`src/rtl/regfile_dump_reader.sv`:
```
// Register-file dump reader: walks every entry through a dedicated combinational read port and
// streams (address, data) beats over valid/ready. Define DUMP_SKIP_ZERO_EN to skip hardwired reg 0.
module regfile_dump_reader #(
    parameter int NUM_REGS = 32,
    parameter int ADDR_W   = 5,
    parameter int DATA_W   = 32
) (
    input  logic              clk_in,
    input  logic              reset_n_in,
    input  logic              start_in,
    input  logic              abort_in,
    output logic [ADDR_W-1:0] rd_addr_out,
    input  logic [DATA_W-1:0] rd_data_in,
    output logic              dump_valid_out,
    input  logic              dump_ready_in,
    output logic [ADDR_W-1:0] dump_addr_out,
    output logic [DATA_W-1:0] dump_data_out,
    output logic              busy_out,
    output logic              done_out
);

    typedef enum logic [1:0] {
        S_IDLE,
        S_READ,
        S_SEND,
        S_DONE
    } state_t;

    localparam logic [ADDR_W-1:0] LAST_ADDR = ADDR_W'(NUM_REGS - 1);
`ifdef DUMP_SKIP_ZERO_EN
    localparam logic [ADDR_W-1:0] FIRST_ADDR = ADDR_W'(1);
`else
    localparam logic [ADDR_W-1:0] FIRST_ADDR = '0;
`endif

    state_t              r_state;
    logic [ADDR_W-1:0]   r_cnt;
    logic                r_valid;
    logic [ADDR_W-1:0]   r_dump_addr;
    logic [DATA_W-1:0]   r_dump_data;

    state_t              w_state_nxt;
    logic [ADDR_W-1:0]   w_cnt_nxt;
    logic                w_valid_nxt;
    logic [ADDR_W-1:0]   w_addr_nxt;
    logic [DATA_W-1:0]   w_data_nxt;

    always_ff @(posedge clk_in or negedge reset_n_in) begin
        if (!reset_n_in) begin
            r_state     <= S_IDLE;
            r_cnt       <= '0;
            r_valid     <= 1'b0;
            r_dump_addr <= '0;
            r_dump_data <= '0;
        end else begin
            // NOTE: non-blocking so every register samples the pre-edge values of the others.
            r_state     <= w_state_nxt;
            r_cnt       <= w_cnt_nxt;
            r_valid     <= w_valid_nxt;
            r_dump_addr <= w_addr_nxt;
            r_dump_data <= w_data_nxt;
        end
    end

    always_comb begin
        // NOTE: hold-by-default assignments first, so no branch leaves a variable unassigned (no latch).
        w_state_nxt = r_state;
        w_cnt_nxt   = r_cnt;
        w_valid_nxt = r_valid;
        w_addr_nxt  = r_dump_addr;
        w_data_nxt  = r_dump_data;

        case (r_state)
            S_IDLE: begin
                // Abort beats a simultaneous start.
                if (start_in && !abort_in) begin
                    w_cnt_nxt   = FIRST_ADDR;
                    w_state_nxt = S_READ;
                end
            end
            S_READ: begin
                if (abort_in) begin
                    w_valid_nxt = 1'b0;
                    w_state_nxt = S_IDLE;
                end else begin
                    w_data_nxt  = rd_data_in;
                    w_addr_nxt  = r_cnt;
                    w_valid_nxt = 1'b1;
                    w_state_nxt = S_SEND;
                end
            end
            S_SEND: begin
                if (abort_in) begin
                    w_valid_nxt = 1'b0;
                    w_state_nxt = S_IDLE;
                end else if (dump_ready_in) begin
                    w_valid_nxt = 1'b0;
                    if (r_cnt == LAST_ADDR) begin
                        w_state_nxt = S_DONE;
                    end else begin
                        w_cnt_nxt   = r_cnt + ADDR_W'(1);
                        w_state_nxt = S_READ;
                    end
                end
            end
            S_DONE: begin
                w_valid_nxt = 1'b0;
                w_state_nxt = S_IDLE;
            end
            default: begin
                w_valid_nxt = 1'b0;
                w_state_nxt = S_IDLE;
            end
        endcase
    end

    assign rd_addr_out    = r_cnt;
    assign dump_valid_out = r_valid;
    assign dump_addr_out  = r_dump_addr;
    assign dump_data_out  = r_dump_data;
    assign busy_out       = (r_state != S_IDLE);
    assign done_out       = (r_state == S_DONE);

endmodule
```
`config.mk`:
```
export PLATFORM = sky130hd
export DESIGN_NAME = regfile_dump_reader
export DESIGN_NICKNAME = d
export VERILOG_FILES = /design/src/rtl/regfile_dump_reader.sv
export SDC_FILE = /design/constraint.sdc
export NUM_CORES = 1
export LEC_CHECK = 0
export BUFFER_PORTS_ARGS = -buffer_cell sky130_fd_sc_hd__buf_2
export CAP_MARGIN = 15
export CORE_UTILIZATION = 43
export CTS_CLUSTER_SIZE = 24
export DETAILED_ROUTE_END_ITERATION = 12
export GPL_ROUTABILITY_DRIVEN = 0
export GPL_TIMING_DRIVEN = 0
export HOLD_SLACK_MARGIN = 0.05
export PLACE_DENSITY = 0.76
export SLEW_MARGIN = 20
export SYNTH_ARGS = -nofsm -noshare
export SYNTH_HDL_FRONTEND = slang
export SYNTH_SLANG_ARGS = --single-unit
```
`constraint.sdc`:
```
create_clock -name clk_in -period 1.7 [get_ports clk_in]
set_input_delay 0.34 -clock clk_in [delete_from_list [all_inputs] [get_ports clk_in]]
set_output_delay 0.34 -clock clk_in [all_outputs]
set_load 0.02 [all_outputs]
```
==> flow_metrics.py, run 1 <==
metrics = {
    "worst_setup_path": {
        "path_cells": "ha_4 -> and3_4 -> ha_4 -> and3b_2 -> o21ai_4 -> mux2_4",
        "r2r-start": "rd_addr_out[1]$_DFFE_PN0P_",
        "worstSetupEndpoint": "rd_addr_out[0]$_DFFE_PN0P_",
        "crit_top_cell": "ha_4",
        "regToRegEndpoint": "rd_addr_out[0]$_DFFE_PN0P_",
        "cp_top_family": "simple AND/OR/NAND/NOR gates",
        "cp.arrival_ns": 1.84,
        "cp.required_ns": 1.87,
        "criticalPathCategory": "reg2reg",
        "crit_path_top_delay_cell": "dfrtp_2",
        "cpPeakStageDelay_ns": 0.43,
        "critPathLaunchType": "register",
        "crit_path_end_kind": "register",
        "critPathMaxFanout": 5,
        "crit_start": "rd_addr_out[1]$_DFFE_PN0P_",
        "reg2regPathDepth": 6,
        "path_buf_inv": 0,
        "reg2reg_slack_ns": 0.03,
        "cp.depth": 6,
    },
    "timing": {
        "hold_violations": 0,
        "skew_ns": 0.00638,
        "period_minus_slack_ns": 1.67,
        "worstMarginPinSlew_ns": 0.555,
        "hold_slack_ns": 0.0409,
        "finalCritPeriodShare_pct": 98.4,
        "setup_viol": 0,
        "fmax_ghz": 0.598,
        "slew_viol_final": 0,
        "slew_headroom_pct": 63.0,
    },
    "yosys": {
        "synth-edff-count": 0,
        "synthTopCellsByArea": "dfrtp_1 57%, mux2_4 23%, mux2_2 4.6%",
        "yosys.area.top_type": "dfrtp_1",
        "ys_types": 31,
        "synth_area_um2": 1970,
        "ys_warn_count": 0,
        "avgSynthCellArea_um2": 16.4,
        "synth_ff_type": "dfrtp_1",
        "async_reset_ff_share_pct": 100,
        "yosys-top-cells-count": "45 x dfrtp_1, 30 x mux2_4, 8 x mux2_2",
        "yosysSeqAreaShare_pct": 57.1,
        "synth_most_common_cell": "dfrtp_1",
        "synth_nets": 159,
        "ys_ff_latch": 45,
        "yosysTopAreaCellShare_pct": 57.1,
        "synth_cells": 120,
    },
    "route": {
        "drt-total-wl_um": 3720,
        "vias": 1259,
        "drtAntennaViolNets": 0,
        "firstDrtPassIters": 4,
        "drc": 0,
        "via_per_inst": 4.77,
        "wire_per_inst_um": 14.1,
        "drt_iter0_drc": 54,
    },
    "layout": {
        "n_antenna_cell": 0,
        "final_area_um2": 2640,
        "seq_area_um2": 1130,
        "fill_cells": 368,
        "nets": 250,
        "area_growth_pct": 33.8,
        "drive_gt1_share_pct": 68.4,
        "multi_input_area_um2": 818,
    },
    "global_routing": {
        "antenna_found_initial": 0,
        "grt_pass1_wl_um": 6190,
        "grt_pass1_vias": 1287,
        "grt-ovfl-total": 0,
        "track_usage_pct": 16.3,
        "grt_max_degree": 46,
    },
    "outcome": {
        "outcome": "complete, no violations",
    },
    "worst_hold_path": {
        "hold_path_class": "in2async",
    },
    "place": {
        "place_area_um2": 2460,
        "dpl.hpwl_um": 2660,
        "portBuffers": 81,
    },
    "clock_tree": {
        "clkTransAtPathRegs_ns": 0.08,
        "numCtsBuffers": 5,
        "cts_tree": "yes",
        "cts_root_buffer": "clkbuf_8",
        "clockBufferDepth": 2,
        "h-tree-depth": 2,
        "clock_sinks": 45,
        "ctsHoldBuffers": 0,
        "insertion_delay_ns": 0.29,
    },
    "floorplan": {
        "die_x_um": 69.7,
        "die_h_um": 69.7,
        "row_count": 24,
        "start_util_pct": 45.0,
        "fp.coreArea_um2": 4380,
        "pin_count": 82,
        "fp.dieArea_um2": 4860,
    },
    "power": {
        "leakage_nw": 1.35,
        "vdd_drop_max_mv": 0.430,
        "p_per_area_nw_per_um2": 1260,
    },
    "job": {
        "max_cap_violations": 0,
    },
}
-- cell families (layout without fill, tap and decap cells) --
kind of cell	Yosys count	after routing	share of synthesized area, %
AO/OA/AOI/OAI	8	8	2.92
adder cells (fa/ha/maj)	2	2	1.27
XOR/XNOR	1	1	0.444
multiplexers	40	40	28.4
flip-flops	45	45	57.1
buffers and inverters	6	98	4.00
AND/OR/NAND/NOR	18	18	5.84
-- stage by stage --
step                      total power, mW  std cells  util [%]  TNS [ns]  worst slack, ns
final                                3.31        264      60.2         0           0.0280
after CTS                            3.36        263      59.2         0         0.000629
after floorplan                      2.15        120         -         0          0.00787
after detailed placement             2.52        253      56.1   -0.0286          -0.0286
after global placement               2.50        253      56.1   -0.0350          -0.0350
after global routing                 3.50        264      60.2  -0.00654         -0.00654
-- worst register-to-register path: stages (launching register included) --
cell and delay [ns]:
dfrtp_2 0.43, ha_4 0.17, and3_4 0.18, ha_4 0.15, and3b_2 0.27, o21ai_4 0.09
mux2_4 0.28
-- where the power goes --
| part | switching [mW] | internal [mW] |
|---|---|---|
| sequential | 0.128 | 1.31 |
| combinational | 0.546 | 0.516 |
| clock | 0.332 | 0.479 |
-- per-layer routing --
layer | track usage (%) | vias up | part of all wire, %
li1 | - | 603 | -
met1 | 20.3 | 617 | 43
met2 | 27.5 | 34 | 52
met3 | 3.78 | 5 | 4.4
met4 | 6.00 | 0 | 0.97
met5 | 0 | - | 0
-- how the worst min path moves through the flow --
stage                                               end  cells after the start  slack [ns]
after floorplan            dump_addr_out[0]$_DFFE_PN0P_                      0        0.04
after global placement    dump_data_out[14]$_DFFE_PN0P_                      1        0.49
after detailed placement   dump_data_out[1]$_DFFE_PN0P_                      1        0.49
after CTS                  dump_data_out[2]$_DFFE_PN0P_                      1        0.25
after global routing      dump_data_out[14]$_DFFE_PN0P_                      1        0.08
final                      dump_data_out[7]$_DFFE_PN0P_                      1        0.04
-- area by class of cell --
class                           count  share of cell area (%)
Buffer                              4                    2.70
Clock buffer                        7                    3.27
Clock inverter                      1                    1.14
Inverter                            2                   0.285
Multi-Input combinational cell     69                    31.0
Sequential cell                    45                    42.8
Tap cell                           52                    2.47
Timing Repair Buffer               84                    16.3
-- what timing repair did --
item,CTS,global route
resized for setup,1,6
setup buffers,2,1
setup endpoints to repair,3,3
cloned,0,0
pin swaps,0,2
-- layout by cell type (no fill, tap or decap), drive strengths merged, types with 2 or more instances in the layout --
cell type  netlist  routed
o21ai            2       2
ha               2       2
mux2i            2       2
and2             3       3
dfrtp           45      45
a22o             2       2
and2b            2       2
nor2             2       2
buf              4      88
nand3b           2       2
clkbuf           0       7
mux2            38      38
inv              2       2
-- flip-flops by register name (all words and copies together) (netlist names) --
name	count
dump_data_out	32
dump_addr_out	5
rd_addr_out	5
r_state	2
dump_valid_out	1
No activity file was read; power rests on OpenSTA's default activity.
==> inputs of run 2 (changes only) <==
Settings changed: PLACE_DENSITY 0.76 to 0.73.
Clock period 1.7 ns to 1.6 ns, I/O delays scaled along.
==> run 2 against run 1 <==
  * The run now ends with negative setup slack left
  * Clock-buffer cell count down 1
  * Clock power down 18%
  * Die area did not move
  * Combinational power increased by 8%
  * Sequential power grew 6%
  * Via count grew 1.3%
  * Critical path depth did not move
  * Maximum frequency increased by 1.6%
  * Cell count is 0.76% higher
  * Setup slack got worse by 0.074 ns
  * Global-route usage grew 0.17 points
==> flow_metrics.py, run 2 (same netlist as run 1, synthesis figures left out) <==
metrics = {
    "route": {
        "vias": 1275,
        "drc": 0,
        "via_per_inst": 4.79,
        "wire_per_inst_um": 14.1,
        "drt_iter0_drc": 35,
        "firstDrtPassIters": 4,
        "drtAntennaViolNets": 0,
        "drt-total-wl_um": 3740,
    },
    "worst_setup_path": {
        "crit_path_top_delay_cell": "dfrtp_2",
        "crit_start": "rd_addr_out[0]$_DFFE_PN0P_",
        "path_buf_inv": 0,
        "path_cells": "ha_4 -> and3_4 -> ha_4 -> and3b_2 -> o21ai_4 -> mux2_4",
        "crit_top_cell": "ha_4",
        "crit_path_end_kind": "register",
        "criticalPathCategory": "reg2reg",
        "critPathMaxFanout": 5,
        "cp.arrival_ns": 1.82,
        "cp_top_family": "flip-flops",
        "cpPeakStageDelay_ns": 0.44,
        "cp.required_ns": 1.77,
        "r2r-start": "rd_addr_out[0]$_DFFE_PN0P_",
        "critPathLaunchType": "register",
    },
    "timing": {
        "slew_headroom_pct": 62.8,
        "skew_ns": 0.00584,
        "setup_viol": 2,
        "finalCritPeriodShare_pct": 103,
        "worstMarginPinSlew_ns": 0.558,
        "rsz0062_at_grt": "true",
        "period_minus_slack_ns": 1.65,
        "hold_violations": 0,
        "hold_slack_ns": 0.00929,
        "final.setup.worst_slack_ns": -0.0463,
        "slew_viol_final": 0,
        "fmax_ghz": 0.607,
    },
    "place": {
        "place_area_um2": 2480,
        "dpl.hpwl_um": 2600,
        "portBuffers": 81,
        "pre_cts_ws_ns": -0.0895,
    },
    "outcome": {
        "outcome": "finished with violations",
        "violations": "negative setup slack",
    },
    "floorplan": {
        "die_x_um": 69.7,
        "die_h_um": 69.7,
        "fp.dieArea_um2": 4860,
        "row_count": 24,
        "start_util_pct": 45.0,
        "fp.coreArea_um2": 4380,
        "pin_count": 82,
    },
    "global_routing": {
        "track_usage_pct": 16.4,
        "antenna_found_initial": 0,
        "grt_max_degree": 46,
        "grt_pass1_wl_um": 6280,
        "grt-ovfl-total": 0,
        "grt_pass1_vias": 1313,
    },
    "power": {
        "power.total_mw": 3.33,
        "p_per_area_nw_per_um2": 1270,
        "leakage_nw": 1.34,
        "vdd_drop_max_mv": 0.603,
    },
    "clock_tree": {
        "clockBufferDepth": 2,
        "cts_tree": "yes",
        "numCtsBuffers": 5,
        "clock_sinks": 45,
        "ctsHoldBuffers": 0,
        "cts_root_buffer": "clkbuf_8",
        "h-tree-depth": 2,
        "clkTransAtPathRegs_ns": 0.08,
        "insertion_delay_ns": 0.29,
    },
    "worst_hold_path": {
        "hold_path_class": "in2async",
    },
    "layout": {
        "final_util_pct": 59.7,
        "mostFrequentLayoutCells": "80 x buf_2, 41 x dfrtp_1, 31 x mux2_4",
        "final_area_um2": 2620,
        "largest_reg_flops": 32,
        "nets": 252,
        "n_antenna_cell": 0,
        "area_growth_pct": 32.8,
        "layout_commonest_cell": "buf_2",
        "drive_gt1_share_pct": 69.6,
    },
    "job": {
        "max_cap_violations": 0,
    },
}
run 2: changes by cell type in the layout (fill, tap and decap cells not counted), sizes merged:
| cell | previous run | this run |
|---|---|---|
| clkinv | 0 | 2 |
| buf | 88 | 89 |
| bufinv | 1 | 0 |
run 2: worst reg2reg max path: stages (launching register included):
cell and delay, ns:
dfrtp_2 0.44, ha_4 0.17, and3_4 0.18, ha_4 0.15
and3b_2 0.26, o21ai_4 0.07, mux2_4 0.28
run 2: area by class of cell:
| cell class | count | area, um2 |
|---|---|---|
| buffer | 4 | 71.3 |
| clock buffer | 6 | 72.6 |
| clock inverter | 2 | 10.0 |
| fill | 359 | 1770 |
| inverter | 2 | 7.51 |
| multi-input combinational | 69 | 818 |
| sequential | 45 | 1130 |
| tap | 52 | 65.1 |
| timing repair buffer | 86 | 443 |
run 2: layer usage:
layer	global-route usage [%]	share of wire, %
met1	21.3	45
met2	27.2	48
met3	2.62	4.4
met4	7.33	1.8
met5	0	0
run 2: repair_timing:
action                     CTS  global route
gates resized for setup      3             2
setup endpoints to repair    4            36
pin swaps                    4             0
setup buffers                4             1
run 2: where the power goes:
group	internal, mW	switching (mW)
sequential	1.40	0.133
combinational	0.551	0.590
clock	0.303	0.359
total	2.25	1.08
run 2: worst paths after layout:
kind | endpoint | slack [ns] | depth (start not counted)
worst min-delay path | dump_data_out[27]$_DFFE_PN0P_ | 0.009 | 1
worst min register to register | dump_data_out[12]$_DFFE_PN0P_ | 0.50 | 1
min in group clk_in | r_state[1]$_DFFE_PN0P_ | 0.25 | 2
worst max register to register | rd_addr_out[0]$_DFFE_PN0P_ | -0.05 | 6
worst max-delay path | rd_addr_out[0]$_DFFE_PN0P_ | -0.05 | 6
max in group asynchronous | r_state[1]$_DFFE_PN0P_ | 1.18 | 1
run 2: stage by stage:
step,cells,setup TNS (ns)
after floorplan,120,-0.158
after global placement,253,-0.248
after detailed placement,253,-0.205
after CTS,265,-0.0607
after global routing,266,-0.221
final,266,-0.0708
